$ cat config.mk
export PLATFORM = sky130hd
export DESIGN_NAME = ctrl_seq_flat
export DESIGN_NICKNAME = d
export VERILOG_FILES = /design/src/rtl/ctrl_pkg.sv /design/src/rtl/ctrl_seq_if.sv /design/src/rtl/ctrl_dec.sv /design/src/rtl/ctrl_seq.sv /design/src/flat_wrapper.sv
export SDC_FILE = /design/constraint.sdc
export NUM_CORES = 1
export LEC_CHECK = 0
export ABC_AREA = 1
export BUFFER_PORTS_ARGS = -buffer_cell sky130_fd_sc_hd__buf_4
export CORE_ASPECT_RATIO = 0.9
export CORE_MARGIN = 2
export CORE_UTILIZATION = 25
export DETAILED_ROUTE_END_ITERATION = 12
export PLACE_DENSITY = 0.54
export SYNTH_ARGS = -nofsm -noshare
export SYNTH_HDL_FRONTEND = slang
export SYNTH_SLANG_ARGS = --single-unit
export TNS_END_PERCENT = 5
$ cat constraint.sdc
create_clock -name clk -period 2.2 [get_ports clk]
set_input_delay 0.22 -clock clk [delete_from_list [all_inputs] [get_ports clk]]
set_output_delay 0.22 -clock clk [all_outputs]
set_load 0.01 [all_outputs]
$ cat src/rtl/ctrl_pkg.sv
// Shared definitions for the ctrl_seq sequencing unit: opcode values,
// FSM state encoding and the control strobe bundle.
package ctrl_pkg;

    localparam int unsigned OP_LDA  = 0;
    localparam int unsigned OP_LDB  = 1;
    localparam int unsigned OP_LDAI = 2;
    localparam int unsigned OP_LDBI = 3;
    localparam int unsigned OP_ADD  = 4;
    localparam int unsigned OP_SUB  = 5;
    localparam int unsigned OP_JMP  = 6;
    localparam int unsigned OP_JMP2 = 7;
    localparam int unsigned OP_JC   = 8;
    localparam int unsigned OP_JNC  = 9;
    localparam int unsigned OP_JZ   = 10;
    localparam int unsigned OP_JNZ  = 11;
    localparam int unsigned OP_HLT  = 12;

    typedef enum logic [1:0] {
        S_FETCH = 2'd0,
        S_EXEC  = 2'd1,
        S_HALT  = 2'd2
    } state_t;

    typedef struct packed {
        logic aload;
        logic bload;
        logic dsel;
        logic rfload;
        logic str;
        logic opsel;
        logic jump;
    } strobe_t;

endpackage

$ cat src/rtl/ctrl_seq_if.sv
// Instruction memory request/valid interface.
//   master: sequencer side (drives imem_req/imem_addr)
//   slave : memory side (drives imem_valid/imem_data)
interface ctrl_seq_if #(
    parameter int unsigned ADDR_W = 8,
    parameter int unsigned DATA_W = 8
);
    logic              imem_req;
    logic [ADDR_W-1:0] imem_addr;
    logic              imem_valid;
    logic [DATA_W-1:0] imem_data;

    modport master (output imem_req, imem_addr, input imem_valid, imem_data);
    modport slave  (input imem_req, imem_addr, output imem_valid, imem_data);
endinterface

$ cat src/rtl/ctrl_dec.sv
// Combinational opcode decoder.
//   op         : opcode field
//   flag_c/z   : registered flags used for conditional jumps
//   strb_c     : control strobes for the opcode (a false jump yields none)
//   take_jump_c: pc must be loaded with the jump target
//   go_halt_c  : opcode is HLT
module ctrl_dec
    import ctrl_pkg::*;
#(
    parameter int unsigned OP_W = 4
) (
    input  logic [OP_W-1:0] op,
    input  logic            flag_c,
    input  logic            flag_z,
    output strobe_t         strb_c,
    output logic            take_jump_c,
    output logic            go_halt_c
);

    logic cond;

    always_comb begin
        strb_c      = '0;
        take_jump_c = 1'b0;
        go_halt_c   = 1'b0;
        cond        = 1'b0;
        case (op)
            OP_W'(OP_LDA):  strb_c.aload = 1'b1;
            OP_W'(OP_LDB):  strb_c.bload = 1'b1;
            OP_W'(OP_LDAI): begin
                strb_c.aload = 1'b1;
                strb_c.dsel  = 1'b1;
            end
            OP_W'(OP_LDBI): begin
                strb_c.bload = 1'b1;
                strb_c.dsel  = 1'b1;
            end
            OP_W'(OP_ADD):  strb_c.rfload = 1'b1;
            OP_W'(OP_SUB):  begin
                strb_c.rfload = 1'b1;
                strb_c.opsel  = 1'b1;
            end
            OP_W'(OP_JMP), OP_W'(OP_JMP2): cond = 1'b1;
            OP_W'(OP_JC):   cond = flag_c;
            OP_W'(OP_JNC):  cond = ~flag_c;
            OP_W'(OP_JZ):   cond = flag_z;
            OP_W'(OP_JNZ):  cond = ~flag_z;
            OP_W'(OP_HLT):  begin
                strb_c.str = 1'b1;
                go_halt_c  = 1'b1;
            end
            default: ;
        endcase
        // Any jump opcode whose condition holds: str + jump
        if (cond) begin
            strb_c.str  = 1'b1;
            strb_c.jump = 1'b1;
            take_jump_c = 1'b1;
        end
    end

endmodule

$ cat src/rtl/ctrl_seq.sv
// Fetch/execute sequencer for the accumulator CPU.
//   clk, rst         : clock, synchronous active-high reset
//   imem             : instruction fetch handshake (master)
//   carry_in/zero_in : ALU flags, latched at the end of an rfload EXEC
//   resume           : leave HALT
//   arg              : operand field of the IR
//   aload..jump      : one-cycle control strobes during EXEC
//   hlt              : high while halted
//   flag_c/flag_z    : latched flags
module ctrl_seq
    import ctrl_pkg::*;
#(
    parameter int unsigned OP_W   = 4,
    parameter int unsigned ARG_W  = 4,
    parameter int unsigned ADDR_W = 8
) (
    input  logic             clk,
    input  logic             rst,
    ctrl_seq_if.master       imem,
    input  logic             carry_in,
    input  logic             zero_in,
    input  logic             resume,
    output logic [ARG_W-1:0] arg,
    output logic             aload,
    output logic             bload,
    output logic             dsel,
    output logic             rfload,
    output logic             str,
    output logic             opsel,
    output logic             jump,
    output logic             hlt,
    output logic             flag_c,
    output logic             flag_z
);

    localparam int unsigned DATA_W = OP_W + ARG_W;

    state_t            state_q, state_d;
    logic [ADDR_W-1:0] pc_q, pc_d;
    logic [ARG_W-1:0]  arg_q, arg_d;
    logic              fc_q, fc_d, fz_q, fz_d;
    strobe_t           strb_q, strb_d;
    logic              jmp_q, jmp_d;
    logic              halt_q, halt_d;
    logic              req_q, req_d;
    logic              hlt_q, hlt_d;

    strobe_t           dec_strb;
    logic              dec_jump;
    logic              dec_halt;

    // The opcode half of the IR is decoded as it is fetched, so the EXEC
    // strobes come straight from registers. Flags cannot change between
    // fetch and EXEC, so the condition result is identical.
    ctrl_dec #(.OP_W(OP_W)) u_dec (
        .op          (imem.imem_data[DATA_W-1:ARG_W]),
        .flag_c      (fc_q),
        .flag_z      (fz_q),
        .strb_c      (dec_strb),
        .take_jump_c (dec_jump),
        .go_halt_c   (dec_halt)
    );

    // State and datapath registers
    always_ff @(posedge clk) begin
        if (rst) begin
            state_q <= S_FETCH;
            pc_q    <= '0;
            arg_q   <= '0;
            fc_q    <= 1'b0;
            fz_q    <= 1'b0;
            strb_q  <= '0;
            jmp_q   <= 1'b0;
            halt_q  <= 1'b0;
            req_q   <= 1'b1;
            hlt_q   <= 1'b0;
        end else begin
            state_q <= state_d;
            pc_q    <= pc_d;
            arg_q   <= arg_d;
            fc_q    <= fc_d;
            fz_q    <= fz_d;
            strb_q  <= strb_d;
            jmp_q   <= jmp_d;
            halt_q  <= halt_d;
            req_q   <= req_d;
            hlt_q   <= hlt_d;
        end
    end

    // Next-state and next-output logic
    always_comb begin
        state_d = state_q;
        pc_d    = pc_q;
        arg_d   = arg_q;
        fc_d    = fc_q;
        fz_d    = fz_q;
        strb_d  = '0;
        jmp_d   = 1'b0;
        halt_d  = 1'b0;
        case (state_q)
            S_FETCH: begin
                if (imem.imem_valid) begin
                    arg_d   = imem.imem_data[ARG_W-1:0];
                    pc_d    = pc_q + ADDR_W'(1);
                    strb_d  = dec_strb;
                    jmp_d   = dec_jump;
                    halt_d  = dec_halt;
                    state_d = S_EXEC;
                end
            end
            S_EXEC: begin
                if (strb_q.rfload) begin
                    fc_d = carry_in;
                    fz_d = zero_in;
                end
                if (jmp_q) begin
                    pc_d = ADDR_W'(arg_q);
                end
                state_d = halt_q ? S_HALT : S_FETCH;
            end
            S_HALT: begin
                if (resume) begin
                    state_d = S_FETCH;
                end
            end
            default: state_d = S_FETCH;
        endcase
        req_d = (state_d == S_FETCH);
        hlt_d = (state_d == S_HALT);
    end

    assign imem.imem_req  = req_q;
    assign imem.imem_addr = pc_q;
    assign arg            = arg_q;
    assign aload          = strb_q.aload;
    assign bload          = strb_q.bload;
    assign dsel           = strb_q.dsel;
    assign rfload         = strb_q.rfload;
    assign str            = strb_q.str;
    assign opsel          = strb_q.opsel;
    assign jump           = strb_q.jump;
    assign hlt            = hlt_q;
    assign flag_c         = fc_q;
    assign flag_z         = fz_q;

endmodule

$ cat src/flat_wrapper.sv
// flat-port wrapper written by rule: the top's interface ports become plain ports
module ctrl_seq_flat import ctrl_pkg::*;
#(
    parameter int unsigned OP_W   = 4,
    parameter int unsigned ARG_W  = 4,
    parameter int unsigned ADDR_W = 8
)
  (clk, rst, carry_in, zero_in, resume, arg, aload, bload, dsel, rfload, str, opsel, jump, hlt, flag_c, flag_z, imem_imem_req, imem_imem_addr, imem_imem_valid, imem_imem_data);
  ctrl_seq_if #(.ADDR_W(ADDR_W), .DATA_W(OP_W + ARG_W)) imem_i ();
  input  logic clk;
  input  logic rst;
  input  logic carry_in;
  input  logic zero_in;
  input  logic resume;
  output logic [ARG_W-1:0] arg;
  output logic aload;
  output logic bload;
  output logic dsel;
  output logic rfload;
  output logic str;
  output logic opsel;
  output logic jump;
  output logic hlt;
  output logic flag_c;
  output logic flag_z;
  output wire logic [$bits(imem_i.imem_req)-1:0] imem_imem_req;
  output wire logic [$bits(imem_i.imem_addr)-1:0] imem_imem_addr;
  input wire logic [$bits(imem_i.imem_valid)-1:0] imem_imem_valid;
  input wire logic [$bits(imem_i.imem_data)-1:0] imem_imem_data;
  assign imem_imem_req = imem_i.imem_req;
  assign imem_imem_addr = imem_i.imem_addr;
  assign imem_i.imem_valid = imem_imem_valid;
  assign imem_i.imem_data = imem_imem_data;
  ctrl_seq #(.OP_W(OP_W), .ARG_W(ARG_W), .ADDR_W(ADDR_W)) u_core (.clk(clk), .rst(rst), .imem(imem_i), .carry_in(carry_in), .zero_in(zero_in), .resume(resume), .arg(arg), .aload(aload), .bload(bload), .dsel(dsel), .rfload(rfload), .str(str), .opsel(opsel), .jump(jump), .hlt(hlt), .flag_c(flag_c), .flag_z(flag_z));
endmodule
==> key figures <==
Layout
  • # diodes: 0
  • Area delta synth->final: 33.8%
  • Final design utilization: 35.5%
  • Most frequent cells in the layout: 36 x buf_4, 26 x dfxtp_1, 23 x nand2_1
  • Commonest non-fill, non-tap cell in the layout: buf_4
  • Multi-input logic area: 503 sq um
  • Final nets: 189
  • Fin cells: 221
  • Share of cells above drive strength 1: 32.9%
  • Fillers: 443
  • Post-route cell area: 1470 sq um
  • Sequential Area: 520 sq um

STA
  • Worst-Margin Slew: 266 ps
  • Max Fclk: 835 MHz
  • Max_slew headroom: 82.3%
  • Final TNS setup: 0 ps
  • Final Hold Vio Count: 0
  • Final Max Slew Viols: 0
  • Fin Hold WS: 136 ps
  • Final setup fails: 0
  • Worst Clk Skew: 7.51 ps
  • Tcrit/Tclk final: 54.4%
  • Tmin final: 1200 ps
  • Min setup slack post-route: 1000 ps
  • Unrepaired setup endpoints after global routing: false

Routing
  • Pre-Repair DR Iteration Count: 4
  • Routed Antenna Nets: 0
  • Drt wl/cell: 10.3 um
  • Initial drt markers: 25
  • Via count: 946
  • Remaining DRCs: 0
  • DR vias/cell: 4.28
  • Total routed wirelength: 2280 um

Yosys
  • Number of synthesized flops with an enable pin: 0
  • Syn_nets: 149
  • Avg Cell Area, Syn: 8.17 sq um
  • Synth warn: 0
  • Synth unique cells: 25
  • Synthesis-stage register bit count: 26
  • Post-synthesis cell count: 134
  • Ys async rst share: 0%
  • Post-Syn Area: 1090 sq um
  • Post-synthesis sequential area ratio: 47.5%
  • Ys flop type: dfxtp_1

Clock tree
  • CTS resizes: 0
  • Num CTS Buffers: 3
  • Worst-path clk slew: 90 ps
  • Max H-tree Level: 1
  • Skew-Pair Late Insertion Delay: 270 ps
  • Hold-fix buffers at CTS: 0
  • Post-CTS setup buffers: 0
  • Clk buf depth: 2
  • # clock sinks: 26
  • Clock root buffer: clkbuf_8
  • CTS tree: yes

Worst setup path
  • CP Cell Sequence: ha_1 > nand2_1 > nor2_1 > nand4_2 > nor2_1 > nor2_2
  • Worst path arrival time: 1370 ps
  • CP endpoint kind: flip-flop
  • Crit-path slowest cell: dfxtp_1
  • Crit path kind: flip-flop to flip-flop
  • Nature of the critical path startpoint: flip-flop
  • Most used cell, CP: nor2_1
  • Worst Path Max Fanout: 4
  • CP required: 2380 ps
  • Max incr delay on CP: 400 ps

Die
  • Die H: 66.8 um
  • Io pins: 37
  • Site Rows: 22
  • Initial Utilization: 26.5%
  • Die area: 4930 sq um
  • Core area: 4130 sq um
  • DIE WIDTH: 73.8 um

Pwr
  • Leak: 0.678 nW
  • Total power: 926 uW
  • VDD IR max: 0.386 mV
  • Power Dens Cells: 632 nW/um^2

Global routing
  • Initial antenna violation count: 0
  • Congestion Overflow GR: 0
  • Vias in the first global route: 849
  • GRT Util Overall: 9.68%
  • Global-route wire length before repair: 3640 um
  • Largest net degree at the start of global routing: 15

Hold path
  • Worst hold path type: input port to flip-flop

Run status
  • Outcome: complete, no violations

Placed design
  • Placement Cell Area: 1410 sq um
  • Dpl cells: 217
  • Post-placement setup slack: 1010 ps
  • I/O Buffers: 36
  • Gpl congestion: 0.722
  • DP Wirelength: 1770 um

Flow run
  • Max cap viols: 0
## flip-flops by register name, indices dropped and copies added (netlist names)
signal and count:
u_core.aload 1, u_core.arg 4, u_core.bload 1, u_core.dsel 1, u_core.flag_c 1, u_core.flag_z 1, u_core.halt_q 1, u_core.hlt 1
u_core.imem.imem_addr 8, u_core.imem.imem_req 1, u_core.jump 1, u_core.opsel 1, u_core.rfload 1, u_core.state_q 2, u_core.str 1
## metal layers
metal,wire length (um),track usage [%]
met5,0,0
met4,19,2.73
met3,158,3.93
met2,959,15.0
met1,1140,12.4
## Yosys cell counts (all sizes together) (2+ instances only)
library cell	number	share of area, %
nand3	12	7.1
nor3	4	1.8
a21oi	7	3.2
nand2	25	9.9
nand4	2	2.3
o21ai	11	5.4
xor2	2	1.6
dfxtp	26	48
nor2	22	9.4
or2	2	1.1
a31oi	2	1.1
inv	15	5.1
## where the power goes
group	switching, mW	leakage, nW	internal [mW]	total [mW]
Combinational	0.0649	0.437	0.0558	0.121
Sequential	0.0139	0.212	0.487	0.501
Clock	0.145	0.0288	0.160	0.304
Total	0.223	0.678	0.703	0.926
## worst max-delay path: cells and delay by family, from the launching register on
kind,cells,cell delay (ps)
adders and majority gates,1,180
and+or+nand+nor,5,530
DFF,1,400
## area by class of cell
cell class	count	area share (%)
Clock buffer	4	3.76
Tap cell	48	4.10
Timing Repair Buffer	36	18.4
Inverter	15	3.84
Multi-Input combinational cell	92	34.3
Sequential cell	26	35.5
## kinds of logic (layout without fill, tap and decap cells)
group,Yosys count,in the layout,share of synthesized area (%)
xor+xnor,2,2,1.60
fa+ha+maj,1,1,1.14
simple gates,69,69,33.5
flops,26,26,47.5
compound gates,20,20,9.71
buf+inv,16,55,6.51
## worst paths after layout
path	start	end	slack [ps]	cells after the start
setup reg to reg	u_core.imem.imem_addr[1]	u_core.imem.imem_addr[6]	1000	6
setup / recovery	u_core.imem.imem_addr[1]	u_core.imem.imem_addr[6]	1000	6
hold reg to reg	u_core.halt_q	u_core.state_q[1]	480	2
hold / removal	imem_imem_data[7]	u_core.rfload	140	2
No activity file was read; power rests on OpenSTA's default activity.
